`src/rtl/guess_game_ctrl.sv`:
```
// Multi-round number-guessing game controller: edge-detected button, per-round
// try limit, saturating score, round sequencing and Moore-decoded display/timer selects.
module guess_game_ctrl #(
  parameter int unsigned         RES_W        = 6,
  parameter logic [RES_W-1:0]    CORRECT_CODE = 6'b100000,
  parameter int unsigned         MAX_TRIES    = 5,
  parameter int unsigned         N_ROUNDS     = 3,
  parameter int unsigned         SCORE_W      = 4,
  localparam int unsigned        TRY_W        = $clog2(MAX_TRIES + 1),
  localparam int unsigned        RND_W        = (N_ROUNDS > 1) ? $clog2(N_ROUNDS) : 1
) (
  input  logic               clk,
  input  logic               rst,
  input  logic               btn,
  input  logic [RES_W-1:0]   check_result,
  input  logic               timer_finish,
  output logic               check_start,
  output logic               timer_en,
  output logic               timer_set,
  output logic [2:0]         led_sel,
  output logic [2:0]         seg_sel,
  output logic [TRY_W-1:0]   tries_left,
  output logic [SCORE_W-1:0] score,
  output logic [RND_W-1:0]   round_idx,
  output logic               game_over
);

  typedef enum logic [2:0] {
    S_IDLE  = 3'b000,
    S_WAIT  = 3'b001,
    S_HINT  = 3'b010,
    S_RIGHT = 3'b011,
    S_WRONG = 3'b100,
    S_OVER  = 3'b101
  } state_t;

  localparam logic [TRY_W-1:0] TRIES_FULL = TRY_W'(MAX_TRIES);
  localparam logic [RND_W-1:0] LAST_ROUND = RND_W'(N_ROUNDS - 1);

  state_t             r_state;
  logic               r_btn_q;
  logic [TRY_W-1:0]   r_tries;
  logic [SCORE_W-1:0] r_score;
  logic [RND_W-1:0]   r_round;
  logic               r_check_start;

  logic w_btn_rise;
  logic w_correct;

  assign w_btn_rise = btn & ~r_btn_q;
  assign w_correct  = (check_result == CORRECT_CODE);

  // State, counters and the accept pulse; reset dominates every event.
  always_ff @(posedge clk) begin
    if (!rst) begin
      r_state       <= S_IDLE;
      r_btn_q       <= 1'b1;
      r_tries       <= TRIES_FULL;
      r_score       <= '0;
      r_round       <= '0;
      r_check_start <= 1'b0;
    end else begin
      r_btn_q       <= btn;
      r_check_start <= 1'b0;
      case (r_state)
        S_IDLE: begin
          if (w_btn_rise) begin
            r_state <= S_WAIT;
            r_tries <= TRIES_FULL;
          end
        end
        S_WAIT: begin
          // A timeout is not a guess: no accept pulse, tries untouched.
          if (timer_finish) begin
            r_state <= S_WRONG;
          end else if (w_btn_rise) begin
            r_check_start <= 1'b1;
            if (w_correct) begin
              r_state <= S_RIGHT;
              if (r_score != '1) r_score <= r_score + SCORE_W'(1);
            end else if (r_tries == TRY_W'(1)) begin
              r_state <= S_WRONG;
              r_tries <= '0;
            end else begin
              r_state <= S_HINT;
              r_tries <= r_tries - TRY_W'(1);
            end
          end
        end
        S_HINT: begin
          if (timer_finish) begin
            r_state <= S_WRONG;
          end else if (w_btn_rise) begin
            r_state <= S_WAIT;
          end
        end
        S_RIGHT, S_WRONG: begin
          if (w_btn_rise) begin
            if (r_round == LAST_ROUND) begin
              r_state <= S_OVER;
            end else begin
              r_state <= S_WAIT;
              r_round <= r_round + RND_W'(1);
              r_tries <= TRIES_FULL;
            end
          end
        end
        S_OVER: begin
          if (w_btn_rise) begin
            r_state <= S_IDLE;
            r_score <= '0;
            r_round <= '0;
            r_tries <= TRIES_FULL;
          end
        end
        default: r_state <= S_IDLE;
      endcase
    end
  end

  // Moore decode of the registered state.
  assign led_sel     = r_state;
  assign seg_sel     = r_state;
  assign timer_en    = (r_state == S_WAIT) || (r_state == S_HINT);
  assign timer_set   = ~timer_en;
  assign game_over   = (r_state == S_OVER);
  assign check_start = r_check_start;
  assign tries_left  = r_tries;
  assign score       = r_score;
  assign round_idx   = r_round;

endmodule

```
`config.mk`:
```
export PLATFORM = sky130hd
export DESIGN_NAME = guess_game_ctrl
export DESIGN_NICKNAME = d
export VERILOG_FILES = /design/src/rtl/guess_game_ctrl.sv
export SDC_FILE = /design/constraint.sdc
export NUM_CORES = 1
export LEC_CHECK = 0
export ABC_AREA = 1
export CORE_MARGIN = 2
export CORE_UTILIZATION = 25
export CTS_CLUSTER_DIAMETER = 200
export CTS_CLUSTER_SIZE = 12
export DETAILED_ROUTE_END_ITERATION = 10
export PLACE_DENSITY = 0.6
export SLEW_MARGIN = 30
export SYNTH_ARGS = -nofsm -noshare
export SYNTH_HDL_FRONTEND = slang
export SYNTH_SLANG_ARGS = --single-unit
```
`constraint.sdc`:
```
create_clock -name clk -period 1.15 [get_ports clk]
set_input_delay 0.115 -clock clk [delete_from_list [all_inputs] [get_ports clk]]
set_output_delay 0.115 -clock clk [all_outputs]
set_load 0.05 [all_outputs]
```
==> results.cfg, run 1 <==
[status]
outcome = finished with violations
failing_checks = setup timing

[flow_run]
drv_cap = 0

[route]
routed-via-count = 1154
wl_met2_um = 1600
drt_pass1_iterations = 4
top_layer = met4
wl_met1_um = 1210
drt_iter0_markers = 12
ant_nets = 0
remaining_drc_errors = 0
met3_wirelength_um = 153
viasPerCell = 4.58
route.detailed.wl_per_inst_um = 11.9
finalWirelength_um = 3000

[synthesis]
synth_largest_type_area_fraction_pct = 28.7
most_area_consuming_cells_after_synthesis = dfxtp_1, nand2_1, nand3_1
synth_warnings = 0
synth_cell_type_count = 31
ys_seq_area_share_pct = 28.7
netlist_area_um2 = 976
ys_seq_elements = 14
syn-num-nets = 150
cell_count_after_synthesis = 136
synthesis.area_per_instance_um2 = 7.18
synth.largest_area_cell = dfxtp_1

[timing]
tightest_slew_ps = 292
final.setup.tns_ps = -1390
setup_viol = 17
finalClockSkew_ps = 9.18
slew_violations = 0
setup_slack_ps = -150
grt_setup_unrepaired = yes
max_slew_margin_pct = 80.4
timing.hold.ws_ps = 184
finalHoldViolations = 0
min_period_ps = 1300
final_min_period_over_clock_period_pct = 113
maxClockFrequency_mhz = 769

[floorplan]
core_region_area_um2 = 3720
rows = 22
die_w_um = 66.5
initial_core_util_pct = 26.3
die-height_um = 66.5
num_io_pins = 29
dieArea_um2 = 4420

[worst_setup_path]
crit_slowest_cell = dfxtp_4
critical_path.endpoint_type = output pin
required_ps = 1030
endpoint = timer_en
rr_startpoint = score[1]
worst-r2r-setup-slack_ps = -110
timing.reg2reg.worst_path_depth = 7
path_buf_inv = 4
path_delay_family = buffers and inverters
path_depth = 6
crit_chain = inv_6 -> nand2_4 -> nand3_4 -> clkinvlp_4 -> buf_6 -> buf_12
crit_path_max_fanout = 4
timing.critical_path.arrival_ps = 1180
r2r-end = score[1]
worst_stage_delay_on_the_critical_path_ps = 380
critical_path.startpoint_type = register
crit_start = led_sel[1]
critical_path_class = register to output pin

[clock_network]
clock-root-buffer = clkbuf_8
cts_htree_levels = 1
cts_num_sinks = 14
tritoncts.num_buffers = 3
clk-insertion-delay-late_ps = 250
cts.reportedPaths.clkPinSlew_ps = 60
deepest_clock_path_buffer_count = 2
hold_bufs_at_cts = 0
cts_tree = built

[placed_design]
hpwl_um = 2100
place.port_buffers = 28
rd_place_congestion = 0.826
placed_area_um2 = 1780

[global_route]
grt_start_max_net_pins = 9
grt_pass1_wl_um = 4780
grt_overflow = 0
grt_usage_pct = 13.8
grt_antenna_before_repair = 0
first_global_vias = 1142

[pwr]
ir_drop_uv = 420
power_per_cell_area_nw_per_um2 = 674
cellLeakagePower_nw = 0.888
total_power_w = 0.00140

[layout]
fin_area_um2 = 2070
syn2layout_area_growth_pct = 112
antenna_cells_inserted = 0
final_layout_size_suffix_gt1_share_pct = 63.7
nNetsFinal = 219

[hold_path]
min-delay-path-class = primary input to register
==> state kept, by name, indices dropped and copies added, names as in the netlist <==
| signal | cells |
|---|---|
| score | 4 |
| tries_left | 3 |
| led_sel | 3 |
| check_start | 1 |
| round_idx | 2 |
| r_btn_q | 1 |
==> cell usage after synthesis <==
master	number
nand2_1	29
dfxtp_1	14
nand3_1	14
nor2_1	12
inv_1	10
a21oi_1	8
o21ai_0	5
buf_4	4
ha_1	4
nand2_2	4
o21ai_1	4
nand3_2	3
inv_2	2
nand3b_1	2
nand4_1	2
o21ai_2	2
or2_2	2
xor2_1	2
a211oi_4	1
a21oi_4	1
and3_2	1
bufinv_8	1
clkinv_1	1
clkinv_2	1
nand2_4	1
nor2_2	1
nor2_4	1
nor3_1	1
nor4_1	1
o211ai_2	1
xnor2_1	1
==> worst min-delay path by stage <==
stage,from,to,slack [ps],cells past startpoint
global route,btn,r_btn_q,200,2
floorplan,rst,tries_left[0],200,1
CTS,tries_left[0],tries_left[0],490,2
global placement,tries_left[0],tries_left[0],480,2
detailed placement,tries_left[0],tries_left[0],470,2
finish,btn,r_btn_q,180,2
==> cell type report <==
type	instances	area [um2]
Fill cell	343	1640
Timing Repair Buffer	68	807
Multi-Input combinational cell	103	766
Sequential cell	14	314
Inverter	15	80.1
Tap cell	48	60.1
Clock buffer	4	45.0
==> power by group <==
group	internal, W	switching (W)	total, W
registers	0.000492	0.0000194	0.000511
clock network	0.000245	0.000174	0.000419
logic	0.000230	0.000236	0.000466
total	0.000967	0.000430	0.00140
==> worst register-to-register path, cell delays in order, from the launching register on <==
cell and delay, ps:
dfxtp_4 350, ha_4 150, and3_4 180, o21ai_4 190
nand2_2 120, nand2_1 80, nand2_1 60, nor2_2 60
==> metal layers <==
layer / up-vias / global-route usage [%]
met1: 530 / 16.1
met3: 6 / 3.04
li1: 584 / -
met5: - / 0
met2: 34 / 24.1
met4: 0 / 5.61
==> cells by family after synthesis <==
group	after synthesis	synth area share, %
simple gates	74	37.6
compound gates	22	15.5
buf+inv	19	10.4
flops	14	28.7
fa+ha+maj	4	5.13
xor+xnor	3	2.69
==> stage by stage <==
step | setup slack (ps) | cells | utilization (%)
detailed placement | -372 | 238 | 47.8
floorplan | -361 | 136 | -
finish | -150 | 252 | 55.8
CTS | -135 | 250 | 53.0
global placement | -329 | 238 | 47.8
global route | -195 | 252 | 55.8
==> cells in the final DEF, fill, tap and decap left out, types with 5 or more instances in the layout <==
master           Yosys  final
dfxtp_2              0      6
buf_6                0      7
buf_4                4     32
nand3_1             14     11
buf_12               0     19
a21oi_2              0      5
inv_1               10      5
nand2_4              1      5
nor2_1              12      7
clkdlybuf4s50_1      0      8
dfxtp_4              0      7
nor2_2               1      5
nand2_1             29     19
nand2_2              4     10
==> what timing repair did <==
action | CTS | global route
endpoints found under the setup margin | 15 | 20
pin swaps | 7 | 17
setup buffers | 8 | 2
gates resized for setup | 25 | 26
Note: power is estimated with default switching activity, not from simulation.
==> run 2, diff against run 1 <==
--- a/config.mk
+++ b/config.mk
@@ -11,8 +11,9 @@
 export CTS_CLUSTER_DIAMETER = 200
 export CTS_CLUSTER_SIZE = 12
 export DETAILED_ROUTE_END_ITERATION = 10
-export PLACE_DENSITY = 0.6
+export PLACE_DENSITY_LB_ADDON = 0.12
 export SLEW_MARGIN = 30
 export SYNTH_ARGS = -nofsm -noshare
 export SYNTH_HDL_FRONTEND = slang
 export SYNTH_SLANG_ARGS = --single-unit
+export TNS_END_PERCENT = 100
==> results.cfg, run 2 (same netlist as run 1, synthesis figures left out) <==
[timing]
maxClockFrequency_mhz = 771
min_period_ps = 1300
final.setup.tns_ps = -1280
finalHoldViolations = 0
finalClockSkew_ps = 3.22
setup_viol = 16
setup_slack_ps = -147
timing.hold.ws_ps = 515
tightest_slew_ps = 295
slew_violations = 0
grt_setup_unrepaired = yes
final_min_period_over_clock_period_pct = 113
max_slew_margin_pct = 80.3

[worst_setup_path]
worst-r2r-setup-slack_ps = -100
timing.reg2reg.worst_path_depth = 8
critical_path.endpoint_type = output pin
rr_startpoint = led_sel[0]
timing.critical_path.arrival_ps = 1180
critical_path_class = register to output pin
crit_start = led_sel[1]
crit_path_max_fanout = 4
endpoint = timer_en
critical_path.startpoint_type = register
r2r-end = tries_left[1]
required_ps = 1030

[clock_network]
cts_htree_levels = 1
clk-insertion-delay-late_ps = 250
clock-root-buffer = clkbuf_8
deepest_clock_path_buffer_count = 2
tritoncts.num_buffers = 3
cts_num_sinks = 14
cts.reportedPaths.clkPinSlew_ps = 60
cts_tree = built

[layout]
most-common-layout-cells = buf_4, nand2_1, buf_12
nNetsFinal = 216
final_layout_size_suffix_gt1_share_pct = 57.2
antenna_cells_inserted = 0
largest_register_ffs = 4
layout_commonest_cell = buf_4
fillers = 340
syn2layout_area_growth_pct = 108
fin_area_um2 = 2030

[placed_design]
place.port_buffers = 28
hpwl_um = 2170
dpl_worst_slack_ps = -404
placed_area_um2 = 1740
rd_place_congestion = 0.826

[route]
drt_pass1_iterations = 4
route.detailed.wl_per_inst_um = 11.7
routed-via-count = 1131
viasPerCell = 4.54
finalWirelength_um = 2910
ant_nets = 0
remaining_drc_errors = 0
drt_iter0_markers = 41

[global_route]
grt_antenna_before_repair = 0
grt_usage_pct = 14.3
first_global_vias = 1098
grt_pass1_wl_um = 4840
grt_overflow = 0
grt_start_max_net_pins = 10

[pwr]
cellLeakagePower_nw = 0.848
power_per_cell_area_nw_per_um2 = 685
total_power_w = 0.00139
ir_drop_uv = 328

[floorplan]
core_region_area_um2 = 3720
num_io_pins = 29
rows = 22
initial_core_util_pct = 26.3
dieArea_um2 = 4420
die_w_um = 66.5
die-height_um = 66.5

[hold_path]
min-delay-path-class = register to register

[flow_run]
drv_cap = 0

[status]
failing_checks = setup timing
outcome = finished with violations
-- run 2: final cells by class --
class | instances | area, um2 | area share, %
multi-input cells | 103 | 759 | 37.4
repair buffers | 65 | 778 | 38.3
flip-flops and latches | 14 | 313 | 15.4
inverters | 15 | 77.6 | 3.82
clock buffers | 4 | 45.0 | 2.22
well taps | 48 | 60.1 | 2.95
-- run 2: per-stage QoR --
stage | std cells | util [%]
2_1_floorplan | 136 | -
3_3_place_gp | 233 | 46.8
3_5_place_dp | 233 | 46.8
4_1_cts | 244 | 51.6
5_1_grt | 249 | 54.7
6_report | 249 | 54.7
-- run 2: worst min path at each step --
| stage | depth (start not counted) | slack (ps) | end | startpoint |
|---|---|---|---|---|
| 6_report | 2 | 510 | score[3] | score[3] |
| 5_1_grt | 2 | 550 | score[2] | score[2] |
| 4_1_cts | 2 | 520 | score[3] | score[3] |
| 3_5_place_dp | 2 | 510 | score[3] | score[3] |
| 3_3_place_gp | 2 | 510 | score[3] | score[3] |
| 2_1_floorplan | 1 | 200 | tries_left[0] | rst |
-- run 2: repair_timing --
| action | CTS | global route |
|---|---|---|
| resized for setup | 18 | 20 |
| hold endpoints to repair | 0 | 0 |
| hold buffers | 0 | 0 |
| pin swaps | 7 | 11 |
| setup endpoints to repair | 15 | 16 |
| buffers inserted | 7 | 6 |
-- run 2: per-layer routing --
layer | up-vias | global-route usage (%) | routed length, um
li1 | 576 | - | -
met1 | 515 | 17.8 | 1250
met2 | 33 | 23.5 | 1400
met3 | 7 | 2.87 | 190
met4 | 0 | 6.89 | 62
met5 | - | 0 | 0
-- run 2: critical path, stage by stage (launching register included) --
cell        delay, ps
dfxtp_4           370
inv_4              80
nand2_4            50
nand3_4            80
clkinvlp_4        100
buf_6             120
buf_12            130
-- run 2: report_power, final --
group | internal, W | switching (W) | leakage (nW) | total, W
Clock | 0.000245 | 0.000182 | 0.0228 | 0.000427
Sequential | 0.000491 | 0.0000200 | 0.120 | 0.000511
Combinational | 0.000222 | 0.000233 | 0.705 | 0.000455
